--- src/rtl/reg_write_arbiter_pkg.sv ---
// Shared types and helpers for the register write arbiter.
// Two-state ownership FSM, index width helper, clear data value.
package reg_arb_pkg;

    typedef enum logic {
        IDLE = 1'b0,
        OWN  = 1'b1
    } state_e;

    // Replicated across the word width to form the all-zeros clear write.
    localparam logic CLR_VALUE = 1'b0;

    function automatic int idx_w(input int n);
        return (n > 1) ? $clog2(n) : 1;
    endfunction

endpackage

--- src/rtl/reg_write_arbiter_if.sv ---
// Requester-side bundle of the register write arbiter: requests, lock, data, clear in;
// grants, bank enable/data, busy and owner out.
interface reg_write_arbiter_if #(
    parameter int NUM_REQ = 4,
    parameter int WIDTH   = 8
);
    import reg_arb_pkg::*;

    localparam int IW = idx_w(NUM_REQ);

    logic [NUM_REQ-1:0]       REQ;
    logic [NUM_REQ-1:0]       LOCK;
    logic [NUM_REQ*WIDTH-1:0] DIN;
    logic                     CLR;
    logic [NUM_REQ-1:0]       GNT;
    logic                     E;
    logic [WIDTH-1:0]         D;
    logic                     BUSY;
    logic [IW-1:0]            OWNER;

    modport master (
        output REQ, LOCK, DIN, CLR,
        input  GNT, E, D, BUSY, OWNER
    );

    modport slave (
        input  REQ, LOCK, DIN, CLR,
        output GNT, E, D, BUSY, OWNER
    );

endinterface

--- src/rtl/reg_write_arbiter_rr_pick.sv ---
// Round-robin picker: first set req bit at or after ptr, wrapping.
// Purely combinational; no backpressure.
module rr_pick
    import reg_arb_pkg::*;
#(
    parameter  int NUM_REQ = 4,
    localparam int IW      = idx_w(NUM_REQ)
) (
    input  logic [NUM_REQ-1:0] req,
    input  logic [IW-1:0]      ptr,
    output logic [NUM_REQ-1:0] win,
    output logic [IW-1:0]      win_idx,
    output logic               any_req
);

    always_comb begin
        int idx;
        win     = '0;
        win_idx = '0;
        any_req = 1'b0;
        idx     = 0;
        for (int off = 0; off < NUM_REQ; off++) begin
            idx = int'(ptr) + off;
            if (idx >= NUM_REQ) begin
                idx = idx - NUM_REQ;
            end
            if (!any_req && req[idx]) begin
                any_req      = 1'b1;
                win[idx]     = 1'b1;
                win_idx      = idx[IW-1:0];
            end
        end
    end

endmodule

--- src/rtl/reg_write_arbiter.sv ---
// Arbitrates NUM_REQ writers onto one enable-gated register word (round-robin, locked bursts, clear).
// Latency: 1 cycle from REQ/CLR sample to registered E/D/GNT. No backpressure; losers simply retry.
// Option: REG_ARB_FIXED_PRIO_EN gives requester 0 absolute priority in IDLE.
module reg_write_arbiter
    import reg_arb_pkg::*;
#(
    parameter int NUM_REQ  = 4,
    parameter int WIDTH    = 8,
    parameter int MAX_HOLD = 16
) (
    input  logic                C,
    input  logic                R,
    reg_write_arbiter_if.slave  bus
);

    localparam int IW = idx_w(NUM_REQ);
    localparam int HW = 8;

    state_e             state;
    logic [IW-1:0]      ptr;
    logic [IW-1:0]      owner;
    logic [HW-1:0]      hold;
    logic [NUM_REQ-1:0] gnt;
    logic               e;
    logic [WIDTH-1:0]   d;

    logic [IW-1:0]      pick_ptr;
    logic [NUM_REQ-1:0] win;
    logic [IW-1:0]      win_idx;
    logic               any_req;
    logic [IW-1:0]      ptr_adv;
    logic [NUM_REQ-1:0] owner_oh;
    logic [WIDTH-1:0]   win_dat;
    logic [WIDTH-1:0]   owner_dat;

`ifdef REG_ARB_FIXED_PRIO_EN
    // Starting the search at 0 makes requester 0 win whenever it asks.
    assign pick_ptr = bus.REQ[0] ? '0 : ptr;
`else
    assign pick_ptr = ptr;
`endif

    rr_pick #(.NUM_REQ(NUM_REQ)) u_pick (
        .req     (bus.REQ),
        .ptr     (pick_ptr),
        .win     (win),
        .win_idx (win_idx),
        .any_req (any_req)
    );

    always_comb begin
        ptr_adv         = (int'(win_idx) == NUM_REQ - 1) ? '0 : win_idx + 1'b1;
        owner_oh        = '0;
        owner_oh[owner] = 1'b1;
        win_dat         = bus.DIN[int'(win_idx)*WIDTH +: WIDTH];
        owner_dat       = bus.DIN[int'(owner)*WIDTH +: WIDTH];
    end

    always_ff @(posedge C or negedge R) begin
        if (!R) begin
            state <= IDLE;
            ptr   <= '0;
            owner <= '0;
            hold  <= '0;
            gnt   <= '0;
            e     <= 1'b0;
            d     <= '0;
        end else begin
            gnt <= '0;
            e   <= 1'b0;
            case (state)
                IDLE: begin
                    if (bus.CLR) begin
                        e <= 1'b1;
                        d <= {WIDTH{CLR_VALUE}};
                    end else if (any_req) begin
                        gnt   <= win;
                        e     <= 1'b1;
                        d     <= win_dat;
                        owner <= win_idx;
                        ptr   <= ptr_adv;
                        if (bus.LOCK[win_idx]) begin
                            state <= OWN;
                            hold  <= HW'(1);
                        end
                    end
                end
                default: begin
                    // Owner-only service; ptr already points past the owner.
                    if (bus.CLR) begin
                        e     <= 1'b1;
                        d     <= {WIDTH{CLR_VALUE}};
                        state <= IDLE;
                        hold  <= '0;
                    end else if (!bus.LOCK[owner]) begin
                        state <= IDLE;
                        hold  <= '0;
                        if (bus.REQ[owner]) begin
                            gnt <= owner_oh;
                            e   <= 1'b1;
                            d   <= owner_dat;
                        end
                    end else if (hold == HW'(MAX_HOLD)) begin
                        state <= IDLE;
                        hold  <= '0;
                    end else begin
                        hold <= hold + 1'b1;
                        if (bus.REQ[owner]) begin
                            gnt <= owner_oh;
                            e   <= 1'b1;
                            d   <= owner_dat;
                        end
                    end
                end
            endcase
        end
    end

    assign bus.GNT   = gnt;
    assign bus.E     = e;
    assign bus.D     = d;
    assign bus.BUSY  = (state == OWN);
    assign bus.OWNER = owner;

endmodule

--- src/flat_wrapper.sv ---
// flat-port wrapper written by rule: the top's interface ports become plain ports
module reg_write_arbiter_flat import reg_arb_pkg::*;
#(
    parameter int NUM_REQ  = 4,
    parameter int WIDTH    = 8,
    parameter int MAX_HOLD = 16
)
  (C, R, bus_REQ, bus_LOCK, bus_DIN, bus_CLR, bus_GNT, bus_E, bus_D, bus_BUSY, bus_OWNER);
  reg_write_arbiter_if #(.NUM_REQ(NUM_REQ), .WIDTH(WIDTH)) bus_i ();
  input  logic C;
  input  logic R;
  input wire logic [$bits(bus_i.REQ)-1:0] bus_REQ;
  input wire logic [$bits(bus_i.LOCK)-1:0] bus_LOCK;
  input wire logic [$bits(bus_i.DIN)-1:0] bus_DIN;
  input wire logic [$bits(bus_i.CLR)-1:0] bus_CLR;
  output wire logic [$bits(bus_i.GNT)-1:0] bus_GNT;
  output wire logic [$bits(bus_i.E)-1:0] bus_E;
  output wire logic [$bits(bus_i.D)-1:0] bus_D;
  output wire logic [$bits(bus_i.BUSY)-1:0] bus_BUSY;
  output wire logic [$bits(bus_i.OWNER)-1:0] bus_OWNER;
  assign bus_i.REQ = bus_REQ;
  assign bus_i.LOCK = bus_LOCK;
  assign bus_i.DIN = bus_DIN;
  assign bus_i.CLR = bus_CLR;
  assign bus_GNT = bus_i.GNT;
  assign bus_E = bus_i.E;
  assign bus_D = bus_i.D;
  assign bus_BUSY = bus_i.BUSY;
  assign bus_OWNER = bus_i.OWNER;
  reg_write_arbiter #(.NUM_REQ(NUM_REQ), .WIDTH(WIDTH), .MAX_HOLD(MAX_HOLD)) u_core (.C(C), .R(R), .bus(bus_i));
endmodule
--- config.mk ---
export PLATFORM = sky130hd
export DESIGN_NAME = reg_write_arbiter_flat
export DESIGN_NICKNAME = d
export VERILOG_FILES = /design/src/rtl/reg_write_arbiter_pkg.sv /design/src/rtl/reg_write_arbiter_if.sv /design/src/rtl/reg_write_arbiter_rr_pick.sv /design/src/rtl/reg_write_arbiter.sv /design/src/flat_wrapper.sv
export SDC_FILE = /design/constraint.sdc
export NUM_CORES = 1
export LEC_CHECK = 0
export ABC_AREA = 1
export BUFFER_PORTS_ARGS = -buffer_cell sky130_fd_sc_hd__clkbuf_2
export CAP_MARGIN = 10
export CORE_ASPECT_RATIO = 0.6
export CORE_MARGIN = 2
export CORE_UTILIZATION = 50
export DETAILED_ROUTE_END_ITERATION = 10
export PLACE_DENSITY_LB_ADDON = 0.15
export SYNTH_ARGS = -nofsm -noshare
export SYNTH_HDL_FRONTEND = slang
export SYNTH_SLANG_ARGS = --single-unit
--- constraint.sdc ---
create_clock -name C -period 2.6 [get_ports C]
set_input_delay 0.78 -clock C [delete_from_list [all_inputs] [get_ports C]]
set_output_delay 0.78 -clock C [all_outputs]
set_load 0.01 [all_outputs]
==> impl_metrics.env <==
export IMPL_status="finished, final reports clean"
export IMPL_criticalPathCategory="register to register"
export IMPL_antenna_found_initial=0
export IMPL_dp_hpwl_um=5768
export IMPL_antenna_cells=0
export IMPL_fin_ws_ns=0.2186
export IMPL_nNetsFinal=481
export IMPL_gp_congestion=0.9756
export IMPL_grt_max_degree=27
export IMPL_seqCellArea_um2=650.6
export IMPL_grt_busiest_layer="met1"
export IMPL_yosysSeqAreaShare=0.2658
export IMPL_grt_pass1_vias=2573
export IMPL_postSynth_asyncResetShare=1.000
export IMPL_synth_edf_count=0
export IMPL_cts_htree_levels=1
export IMPL_die_area_um2=5488
export IMPL_crit_path_end_kind="register"
export IMPL_syn_instance_count=366
export IMPL_clock_skew_final_ns=0.003442
export IMPL_pre_cts_ws_ns=0.1122
export IMPL_grt_use_met2=0.4235
export IMPL_crit_fanout=10
export IMPL_drv_cap=0
export IMPL_post_cts_resize_count=0
export IMPL_grt_usage=0.2846
export IMPL_fillerInstances=442
export IMPL_multi_input_area_um2=1506
export IMPL_drv_slew=0
export IMPL_setup_viol=0
export IMPL_cellPowerDensity_nw_per_um2=1386
export IMPL_area_growth_pct=19.12
export IMPL_avgSynthCellArea_um2=6.687
export IMPL_ctsHoldBuffers=0
export IMPL_reg2reg_setup_slack_ns=0.22
export IMPL_post_route_period_util=0.9159
export IMPL_use_met1=0.4472
export IMPL_wl_um=7327
export IMPL_drive_gt1_frac=0.2668
export IMPL_core_area_um2=4636
export IMPL_die_x_um=94.32
export IMPL_vdd_drop_max_mv=0.8751
export IMPL_cts_root_buf="clkbuf_8"
export IMPL_grt_pass1_wl_um=12300
export IMPL_hold_path_class="register to register"
export IMPL_ys_seq_elements=26
export IMPL_post_route_min_period_ns=2.381
export IMPL_ant_nets=0
export IMPL_drt_pre_antenna_iters=5
export IMPL_synth_warnings=0
export IMPL_crit_arrival_ns=2.55
export IMPL_fin_tns_setup_ns=0
export IMPL_final_cell_mix="nand2_1 (90), clkbuf_2 (58), inv_1 (53)"
export IMPL_wl_per_cell_um=14.83
export IMPL_clk_pin_slew_worst_paths_ns=0.09
export IMPL_clock_fmax_ghz=0.4199
export IMPL_via_count=2763
export IMPL_drc=0
export IMPL_start_kind="register"
export IMPL_synth_ff_type="dfrtp_1"
export IMPL_num_rows=19
export IMPL_vias_per_cell=5.593
export IMPL_floorplan_initialDensity=0.5279
export IMPL_die_h_um=58.19
export IMPL_cts_sinks=26
export IMPL_postCtsSetupRepairBufs=0
export IMPL_io_buffer_count=58
export IMPL_pin_count=59
export IMPL_grtUsageMet3=0.04681
export IMPL_hold_viol_final=0
export IMPL_numCtsBuffers=3
export IMPL_overflow=0
export IMPL_ys_types=35
export IMPL_cp_required_ns=2.77
export IMPL_rsz0062_at_grt="no"
export IMPL_worst_pin_slew_ns=0.6727
export IMPL_leakage_uw=0.001628
export IMPL_final_common_cell="nand2_1"
export IMPL_relSlewSlack=0.5516
export IMPL_tritoncts="done"
export IMPL_syn_nets=415
export IMPL_clock_latency_ns=0.27
export IMPL_drt_iter0_markers=164
export IMPL_syn_area_um2=2447
export IMPL_clockBufferDepth=2
## cells by family after synthesis
kind of cell | Yosys count | synth area share
AOI/OAI and AO/OA | 54 | 0.1324
and+or+nand+nor | 205 | 0.4381
DFF | 26 | 0.2658
xor gates and xnor gates | 4 | 0.01431
adders and majority gates | 6 | 0.03067
buffers and inverters | 71 | 0.1186
## metal layers
metal	wire length, um	vias up
met5	0	-
met4	41	0
met1	3645	1261
met3	719	4
met2	2919	149
li1	-	1349
## state kept, by name, summed over array words and instances, names as in the netlist
name and flops:
u_core.hold 8, u_core.bus.GNT 4, u_core.bus.OWNER 2, u_core.bus.BUSY 1
u_core.bus.E 1, u_core.pick_ptr 2, u_core.bus.D 8
## worst max-delay path: stages (launching register included)
cell and delay [ns]:
dfrtp_1 0.39, inv_2 0.16, ha_1 0.34, inv_1 0.15, nand3_1 0.09, nand2_1 0.11
a21oi_1 0.07, nand2_1 0.18, nand3_2 0.21, inv_2 0.23, nand2_1 0.09, nand3_1 0.07
nand3_1 0.06, nand2_1 0.08, nand2_1 0.05
## cell usage after synthesis (2+ instances only)
cell type / count / share of area
dfrtp_1: 26 / 0.27
o22ai_1: 12 / 0.031
inv_1: 53 / 0.081
o21ai_0: 11 / 0.022
a31oi_1: 3 / 0.0077
nor3b_1: 2 / 0.0061
buf_2: 7 / 0.014
o221ai_1: 2 / 0.0072
a2111oi_0: 2 / 0.0072
nand3_4: 3 / 0.021
nand4_1: 15 / 0.038
nand2_1: 90 / 0.14
xor2_1: 4 / 0.014
ha_1: 6 / 0.031
nand3_1: 41 / 0.084
nand2_2: 10 / 0.026
o21ai_1: 3 / 0.0061
a211oi_1: 2 / 0.0061
nor2_1: 21 / 0.032
nand3_2: 13 / 0.053
nand2_4: 3 / 0.014
a21oi_1: 13 / 0.027
nor3_1: 4 / 0.0082
clkbuf_1: 2 / 0.0031
a22oi_1: 4 / 0.012
inv_2: 5 / 0.0077
## per-stage QoR
step	power, uW	hold slack [ns]	instance area (um2)	instances	util
after CTS	3985	0.4949	2915	494	0.6289
after global placement	3660	0.4669	2860	490	0.6170
after global routing	4405	0.5147	2915	494	0.6289
after detailed placement	3704	0.4724	2860	490	0.6170
after floorplan	2880	0.4844	2447	366	-
final	4040	0.4947	2915	494	0.6289
## power by group
part           switching, uW  internal (uW)  total (uW)
Combinational           2070           1070        3140
Clock                    130            136         266
Sequential              89.7            545         635
## path summary, 6_finish.rpt
kind	startpoint	to	depth (start not counted)
max	u_core.pick_ptr[0]$_DFFE_PN0P_	u_core.bus.D[4]$_DFFE_PN0P_	14
min in group asynchronous	R	u_core.bus.D[7]$_DFFE_PN0P_	1
min reg2reg	u_core.bus.D[7]$_DFFE_PN0P_	u_core.bus.D[7]$_DFFE_PN0P_	2
max reg2reg	u_core.pick_ptr[0]$_DFFE_PN0P_	u_core.bus.D[4]$_DFFE_PN0P_	14
max in group asynchronous	R	u_core.bus.D[4]$_DFFE_PN0P_	1
min	u_core.bus.D[7]$_DFFE_PN0P_	u_core.bus.D[7]$_DFFE_PN0P_	2
## final cells by class
cell class                 count  area share
clock buffer                   4     0.01888
inverter                      60     0.07854
tap                           63     0.02704
sequential                    26      0.2232
timing repair buffer          72      0.1356
multi-input combinational    269      0.5167
Power figures use the tool's default switching activity.
